### src/rtl/fetch_sequencer_if.sv
// Instruction-memory request/ready handshake between the fetch sequencer and imem.
interface fetch_sequencer_if;
    localparam int unsigned XLEN = 32;

    logic            imem_req;
    logic [XLEN-1:0] imem_addr;
    logic            imem_ready;
    logic [XLEN-1:0] imem_rdata;

    modport master (
        output imem_req,
        output imem_addr,
        input  imem_ready,
        input  imem_rdata
    );

    modport slave (
        input  imem_req,
        input  imem_addr,
        output imem_ready,
        output imem_rdata
    );
endinterface

### src/rtl/fetch_sequencer.sv
// Fetch sequencer: owns the fetch PC, runs one-outstanding imem requests and
// buffers returned words in a 2-entry queue feeding IF/ID.
module fetch_sequencer #(
    parameter logic [31:0] RESET_PC = 32'h0000_0000
) (
    input  logic                clk,
    input  logic                reset,
    input  logic                stall,
    input  logic                redirect_valid,
    input  logic [31:0]         redirect_target,
    fetch_sequencer_if.master   imem,
    output logic                if_valid,
    output logic [31:0]         if_pc,
    output logic [31:0]         if_instr,
    output logic [31:0]         fetch_pc
);
    localparam int unsigned XLEN = 32;
    localparam int unsigned CW   = 2;

    typedef enum logic [1:0] {BOOT, IDLE, BUSY, KILL} state_e;

    state_e          state_q;
    logic [CW-1:0]   count_q;
    logic            valid_q;
    logic            req_q;
    logic [XLEN-1:0] addr_q;
    logic [XLEN-1:0] fetch_pc_q;
    logic [XLEN-1:0] pc_q    [2];
    logic [XLEN-1:0] instr_q [2];

    logic            pop_d;
    logic            push_d;
    logic            issue_d;
    logic            tail_d;
    logic [CW-1:0]   count_d;
    logic [XLEN-1:0] redirect_pc_d;

    // Queue occupancy after this cycle and whether a new request may go out next cycle.
    always_comb begin
        pop_d         = valid_q & ~stall;
        push_d        = (state_q == BUSY) & imem.imem_ready & ~redirect_valid;
        count_d       = count_q - CW'(pop_d) + CW'(push_d);
        tail_d        = (count_d == CW'(2));
        issue_d       = (count_d <= CW'(1)) & ~redirect_valid & (state_q != BOOT);
        redirect_pc_d = redirect_target & ~XLEN'(3);
    end

    // Handshake FSM, fetch PC and queue; redirect overrides stall, push and pop.
    always_ff @(posedge clk or posedge reset) begin
        if (reset) begin
            state_q    <= BOOT;
            count_q    <= '0;
            valid_q    <= 1'b0;
            req_q      <= 1'b0;
            addr_q     <= RESET_PC;
            fetch_pc_q <= RESET_PC;
            pc_q[0]    <= '0;
            pc_q[1]    <= '0;
            instr_q[0] <= '0;
            instr_q[1] <= '0;
        end else if (redirect_valid) begin
            count_q    <= '0;
            valid_q    <= 1'b0;
            fetch_pc_q <= redirect_pc_d;
            // An un-answered request cannot be withdrawn; wait it out in KILL.
            if ((state_q == BUSY || state_q == KILL) && !imem.imem_ready) begin
                state_q <= KILL;
            end else begin
                state_q <= IDLE;
                req_q   <= 1'b0;
            end
        end else begin
            count_q <= count_d;
            valid_q <= (count_d != '0);
            // Slot 0 is the head; it only advances when a second entry exists,
            // so an emptied queue keeps showing the last popped word.
            if (pop_d && count_q == CW'(2)) begin
                pc_q[0]    <= pc_q[1];
                instr_q[0] <= instr_q[1];
            end
            if (push_d) begin
                pc_q[tail_d]    <= fetch_pc_q;
                instr_q[tail_d] <= imem.imem_rdata;
                fetch_pc_q      <= fetch_pc_q + XLEN'(4);
            end
            case (state_q)
                BOOT: state_q <= IDLE;
                IDLE: begin
                    if (issue_d) begin
                        state_q <= BUSY;
                        req_q   <= 1'b1;
                        addr_q  <= fetch_pc_q;
                    end
                end
                BUSY: begin
                    if (imem.imem_ready) begin
                        if (issue_d) begin
                            addr_q <= fetch_pc_q + XLEN'(4);
                        end else begin
                            state_q <= IDLE;
                            req_q   <= 1'b0;
                        end
                    end
                end
                KILL: begin
                    if (imem.imem_ready) begin
                        state_q <= IDLE;
                        req_q   <= 1'b0;
                    end
                end
            endcase
        end
    end

    assign imem.imem_req  = req_q;
    assign imem.imem_addr = addr_q;
    assign if_valid       = valid_q;
    assign if_pc          = pc_q[0];
    assign if_instr       = instr_q[0];
    assign fetch_pc       = fetch_pc_q;
endmodule
### src/flat_wrapper.sv
// flat-port wrapper written by rule: the top's interface ports become plain ports
module fetch_sequencer_flat 
#(
    parameter logic [31:0] RESET_PC = 32'h0000_0000
)
  (clk, reset, stall, redirect_valid, redirect_target, if_valid, if_pc, if_instr, fetch_pc, imem_imem_req, imem_imem_addr, imem_imem_ready, imem_imem_rdata);
  fetch_sequencer_if imem_i ();
  input  logic clk;
  input  logic reset;
  input  logic stall;
  input  logic redirect_valid;
  input  logic [31:0] redirect_target;
  output logic if_valid;
  output logic [31:0] if_pc;
  output logic [31:0] if_instr;
  output logic [31:0] fetch_pc;
  output wire logic [$bits(imem_i.imem_req)-1:0] imem_imem_req;
  output wire logic [$bits(imem_i.imem_addr)-1:0] imem_imem_addr;
  input wire logic [$bits(imem_i.imem_ready)-1:0] imem_imem_ready;
  input wire logic [$bits(imem_i.imem_rdata)-1:0] imem_imem_rdata;
  assign imem_imem_req = imem_i.imem_req;
  assign imem_imem_addr = imem_i.imem_addr;
  assign imem_i.imem_ready = imem_imem_ready;
  assign imem_i.imem_rdata = imem_imem_rdata;
  fetch_sequencer #(.RESET_PC(RESET_PC)) u_core (.clk(clk), .reset(reset), .stall(stall), .redirect_valid(redirect_valid), .redirect_target(redirect_target), .imem(imem_i), .if_valid(if_valid), .if_pc(if_pc), .if_instr(if_instr), .fetch_pc(fetch_pc));
endmodule
### config.mk
export PLATFORM = sky130hd
export DESIGN_NAME = fetch_sequencer_flat
export DESIGN_NICKNAME = d
export VERILOG_FILES = /design/src/rtl/fetch_sequencer_if.sv /design/src/rtl/fetch_sequencer.sv /design/src/flat_wrapper.sv
export SDC_FILE = /design/constraint.sdc
export NUM_CORES = 1
export LEC_CHECK = 0
export ABC_AREA = 1
export CORE_MARGIN = 5
export CORE_UTILIZATION = 52
export CTS_BUF_LIST = sky130_fd_sc_hd__clkbuf_16
export DETAILED_ROUTE_END_ITERATION = 8
export GPL_ROUTABILITY_DRIVEN = 0
export PLACE_DENSITY = 0.81
export SETUP_SLACK_MARGIN = 0.4
export SLEW_MARGIN = 30
export SYNTH_ARGS = -nofsm -noshare
export SYNTH_HDL_FRONTEND = slang
export SYNTH_SLANG_ARGS = --single-unit
### constraint.sdc
create_clock -name clk -period 8.55 [get_ports clk]
set_input_delay 1.71 -clock clk [delete_from_list [all_inputs] [get_ports clk]]
set_output_delay 1.71 -clock clk [all_outputs]
set_load 0.01 [all_outputs]
==> flow_summary.ini, run 1 <==
[clock_network]
cts_tree = built
insertion_delay_ps = 430
numClockSinks = 192
hold_buffers = 0
htreeDepth = 4
clock_path_buffers = 2
cts_setup_buffers = 0
clk_pin_slew_worst_paths_ps = 70
cts_resized = 0
cts-buffers-inserted = 17
cts-root-buf = clkbuf_16

[timing]
fmax_mhz = 197
final_max_slew_viol_count = 0
finalSetupTns_ps = 0
finalWorstSetupSlack_ps = 3480
hold_violations = 0
period_needed_ps = 5070
tightest_slew_ps = 899
period_share_pct = 59.3
rsz0062_at_grt = false
setup_viol = 0
relSlewSlack_pct = 39.9
whs_ps = 478
worst_clock_skew_ps = 10.0

[synth]
synth_xor_area_share_pct = 1.06
ys_async_sr_fraction_pct = 100
syn_area_um2 = 9920
synthCells = 1277
ys_ff_latch = 192
yosysMostFrequentCell = nand2_1
synth_edf_count = 0
synthTopCellsByCount = nand2_1, dfrtp_1, inv_1
synthFlopType = dfrtp_1
synth_top_area_cell = dfrtp_1
yosys_warnings = 0
ys_seq_area_share_pct = 48.4
synth_top_family_by_area = simple AND/OR/NAND/NOR gates
synth_compound_area_share_pct = 13.1
synthAdderAreaFrac_pct = 0.378
synth_mux_area_share_pct = 0
synth.distinct_cells = 29
syn_avg_cell_area_um2 = 7.77
yosys.area_share.simple_pct = 24.1
synth_area_leaders = dfrtp_1, nand2_1, nand3_1, o21ai_0, buf_4
synth_top_area_share_pct = 48.4

[global_routing]
grt-ovfl-total = 0
grt_pass1_wl_um = 42500
grt_max_degree = 124
antenna_found_initial = 0
first_global_vias = 8300
track_usage_pct = 23.8

[layout]
fillers = 1609
diodes = 0
nets = 1438
syn_to_final_growth_pct = 21.4
drive_gt1_share_pct = 3.85
fin_util_pct = 64.2

[die]
rows = 50
initial_utilization_pct = 52.9
coreArea_um2 = 18800
die_h_um = 148
die_area_um2 = 21900
io_pins = 199
die_w_um = 148

[power_and_ir_drop]
p_leak_nw = 5.53
ir_drop_v = 0.000160
pwr_density_cell_nw_per_um2 = 313
finalPower_w = 0.00377

[run]
maxCapViolCount = 0

[setup_path]
worst_setup_path_end_kind = flip-flop
r2r-end = u_core.if_instr[21]$_DFFE_PP0N_
worstReg2RegStart = u_core.state_q[1]$_DFFE_PP0P_
reg2reg_depth = 17
crit_fanout = 82
crit_type = in2reg
cp-start-kind = input pin
arrival_ps = 5380
cp.required_ps = 8860
rrSetupSlack_ps = 4650

[drt]
wl_um = 26000
via_per_inst = 5.40
drc = 0
via_count = 8697
drt_iter0_drc = 531
firstDrtPassIters = 5
wire_per_inst_um = 16.1
ant_nets = 0

[status]
outcome = completed

[hold_path]
hold_path_end = u_core.imem.imem_addr[29]$_DFFE_PP0P_
worstHoldPathCells = 2
holdCritStartpoint = u_core.imem.imem_addr[29]$_DFFE_PP0P_
min_path_type = reg2reg

[place]
portBuffers = 192
dp_hpwl_um = 17400
place_ws_ps = 3040
-- worst max-delay path by stage --
stage                     slack, ps                         endpoint             from  cells past startpoint
after global placement         3140  u_core.if_instr[22]$_DFFE_PP0N_  imem_imem_ready                     16
after CTS                      3490  u_core.if_instr[21]$_DFFE_PP0N_  imem_imem_ready                     16
after detailed placement       3040  u_core.if_instr[21]$_DFFE_PP0N_   redirect_valid                     16
final                          3480  u_core.if_instr[21]$_DFFE_PP0N_  imem_imem_ready                     16
after floorplan                1610      u_core.count_q[0]$_DFF_PP0_            reset                      1
after global routing           3110   u_core.if_instr[0]$_DFFE_PP0N_   redirect_valid                     15
-- where the power goes --
part           switching (W)  internal (W)  total [W]
Combinational       0.000728      0.000716    0.00144
Sequential          0.000245       0.00127    0.00152
Clock               0.000350      0.000458   0.000808
-- cell type report --
class | count | area, um2 | area share [%]
Tap cell | 234 | 293 | 2.43
Multi-Input combinational cell | 825 | 3880 | 32.2
Inverter | 130 | 495 | 4.11
Sequential cell | 192 | 4800 | 39.9
Timing Repair Buffer | 200 | 1980 | 16.5
Clock inverter | 14 | 165 | 1.37
Clock buffer | 17 | 425 | 3.53
-- cell usage in the layout (no fill, tap or decap), types with 2 or more instances in the layout --
cell,Yosys,routed
nand2_1,361,361
dfrtp_1,192,192
clkdlybuf4s50_1,0,191
inv_1,124,123
nand3_1,120,119
o21ai_0,106,106
nor2_1,80,80
o211ai_1,61,61
a21oi_1,37,37
clkbuf_16,0,17
xor2_1,12,12
o21ai_1,11,11
nor3_1,7,7
nand4_1,6,6
buf_4,68,6
inv_2,4,5
o221ai_1,5,5
clkinv_1,2,4
conb_1,1,4
a31oi_1,3,3
ha_1,3,3
clkinv_4,0,3
bufinv_16,0,3
nand2_2,3,2
nor2_4,2,2
nand3_4,0,2
clkinvlp_4,0,2
inv_6,0,2
buf_6,1,2
-- cells by family (layout without fill, tap and decap cells) --
| group | after synthesis | in the layout |
|---|---|---|
| flops | 192 | 192 |
| simple gates | 582 | 582 |
| compound gates | 224 | 224 |
| other cells | 1 | 4 |
| buf+inv | 263 | 361 |
| xor+xnor | 12 | 12 |
| fa+ha+maj | 3 | 3 |
-- per-layer routing --
| layer | share of wire (%) | wire [um] | global-route usage, % |
|---|---|---|---|
| met5 | 0 | 0 | 0 |
| met4 | 1.9 | 505 | 6.70 |
| met3 | 8.1 | 2090 | 6.22 |
| met2 | 45 | 11600 | 36.5 |
| met1 | 45 | 11800 | 33.7 |
-- registers in the layout (all words and copies together), names as in the netlist --
signal,cells
u_core.state_q,2
u_core.count_q,2
u_core.if_valid,1
u_core.instr_q,32
u_core.if_instr,32
u_core.pc_q,30
u_core.fetch_pc,30
u_core.imem.imem_req,1
u_core.imem.imem_addr,30
u_core.if_pc,32
-- worst max-delay path, cell delays in order --
cell	delay [ps]
clkdlybuf4s50_1	510
nand2_2	90
nor2_4	680
ha_1	300
inv_1	50
nand2_1	70
nand2_1	60
nand2_1	90
nand2_2	120
inv_2	100
nand2_1	80
nand2_4	640
buf_4	560
nand2_1	110
o21ai_0	100
nor2_1	60
-- stage by stage --
step,area (um2),std cells
after floorplan,9940,1280
after detailed placement,11500,1581
after CTS,12000,1612
after global placement,11400,1581
after global routing,12100,1612
final,12100,1612
Power figures use the tool's default switching activity.
==> inputs of run 2 (changes only) <==
CORE_UTILIZATION = 47   (was 52)
PLACE_DENSITY = 0.77   (was 0.81)
clock period = 4.6 ns   (was 8.55 ns; I/O delays follow)
==> run 2 against run 1 <==
Net effect: worst setup slack worse by 2100 ps; core utilization down 6.1 points; combinational power up 87%; cell area up 0.77%.
==> flow_summary.ini, run 2 (synthesized netlist as in run 1, its figures left out) <==
[status]
outcome = completed

[die]
coreArea_um2 = 20900
die_h_um = 155
die_area_um2 = 24100
rows = 53
io_pins = 199
die_w_um = 155
initial_utilization_pct = 47.5

[power_and_ir_drop]
seq_power_share_pct = 40.7
pwr_density_cell_nw_per_um2 = 573
p_sw_share_pct = 36.3
finalPower_w = 0.00695
internal_power_w = 0.00443
power.switching_w = 0.00253
ir_drop_v = 0.000251
clkPwrFrac_pct = 20.5
combinationalPowerShare_pct = 38.7
p_leak_nw = 5.56

[global_routing]
antenna_found_initial = 0
grt_pass1_wl_um = 43000
met3_usage_pct = 5.34
grt-busiest-layer = met2
grt-ovfl-total = 0
grt_max_degree = 70
first_global_vias = 8318
use_met2_pct = 33.7
gr-usage-met1_pct = 30.6
track_usage_pct = 21.8

[timing]
final_max_slew_viol_count = 0
worst_clock_skew_ps = 16.3
finalWorstSetupSlack_ps = 1400
fmax_mhz = 313
rsz0062_at_grt = false
hold_violations = 0
period_share_pct = 69.5
tightest_slew_ps = 800
relSlewSlack_pct = 46.6
period_needed_ps = 3200
setup_viol = 0
finalSetupTns_ps = 0

[layout]
final_cell_mix = nand2_1, dfrtp_1, clkdlybuf4s50_1
syn_to_final_growth_pct = 22.4
final_common_cell = nand2_1
drive_gt1_share_pct = 4.61
nets = 1446
diodes = 0
fillers = 1824

[run]
maxCapViolCount = 0

[clock_network]
numClockSinks = 192
cts-buffers-inserted = 17
clk_pin_slew_worst_paths_ps = 70
clock_path_buffers = 2
cts-root-buf = clkbuf_16
htreeDepth = 4
insertion_delay_ps = 440
cts_tree = built
cts_resized = 0
cts_setup_buffers = 0
hold_buffers = 0

[setup_path]
crit_path_cell_trace = clkdlybuf4s50_1, nor2_1, ha_1, inv_1, ha_1, inv_1, nand2_1, nand2_1, nand2_1, nand2_2, inv_2, nand2_1, nand2_4, buf_4, nand3_1, o211ai_1
critPathMaxStageDelay_ps = 460
worst_setup_path_end_kind = flip-flop
crit_type = in2reg
arrival_ps = 3540
path_buf_inv = 5
crit_fanout = 49
slowest_stage = buf_4
cp.required_ps = 4940
cp-start-kind = input pin
cp_common_cell = nand2_1
crit_family = buffers and inverters

[place]
place_ws_ps = 958
portBuffers = 192
dp_hpwl_um = 18700

[drt]
via_count = 8771
ant_nets = 0
drt_iter0_drc = 650
drc = 0
via_per_inst = 5.28
wire_per_inst_um = 16.0
firstDrtPassIters = 5
wl_um = 26500

[hold_path]
min_path_type = reg2reg
==> run 2: area by class of cell <==
cell class / count / area (um2) / area share [%]
well taps: 275 / 344 / 2.83
inverters: 130 / 492 / 4.05
flip-flops and latches: 192 / 4800 / 39.6
clock buffers: 17 / 425 / 3.50
repair buffers: 208 / 2060 / 17.0
multi-input cells: 825 / 3870 / 31.9
clock inverters: 15 / 140 / 1.15
==> run 2: per-layer routing <==
metal  routed length [um]  vias to the layer above
met5                    0                        -
met4                  604                        0
met3                 2220                       38
met2                12100                      336
met1                11700                     4142
li1                     -                     4255
==> run 2: worst min-delay path, delay by kind of cell (launching register included) <==
family | cells | cell delay (ps)
flip-flops | 1 | 340
AO/OA/AOI/OAI | 1 | 60
AND/OR/NAND/NOR | 1 | 50
==> run 2: path summary, 6_finish.rpt <==
path                                                     from                              endpoint  slack, ps  depth (start not counted)
worst max-delay path                                    stall          u_core.if_pc[26]$_DFFE_PP0N_       1400                         16
worst min-delay path              u_core.pc_q[13]$_DFFE_PP0P_           u_core.pc_q[13]$_DFFE_PP0P_        490                          2
worst max register to register  u_core.state_q[1]$_DFFE_PP0P_          u_core.if_pc[26]$_DFFE_PP0N_       1630                         17
worst min register to register    u_core.pc_q[13]$_DFFE_PP0P_           u_core.pc_q[13]$_DFFE_PP0P_        490                          2
max in group asynchronous                               reset        u_core.if_instr[1]$_DFFE_PP0N_       2660                          3
min in group asynchronous                               reset  u_core.imem.imem_addr[5]$_DFFE_PP0P_        980                          2
==> run 2: stage by stage <==
step           area, um2  utilization (%)  hold slack (ps)  std cells
6_report           12100             58.1              487       1662
5_1_grt            12100             58.1              507       1662
4_1_cts            12100             58.1              490       1662
3_5_place_dp       11600             55.4              466       1630
3_3_place_gp       11600             55.4              466       1630
2_1_floorplan       9940                -              453       1280
==> run 2: power groups by stage <==
stage | Clock [W] | Combinational (W) | Sequential [W]
CTS | 0.00146 | 0.00273 | 0.00283
global route | 0.00152 | 0.00299 | 0.00292
floorplan | 0 | 0.00173 | 0.00281
finish | 0.00143 | 0.00269 | 0.00283
global placement | 0 | 0.00263 | 0.00282
detailed placement | 0 | 0.00271 | 0.00285
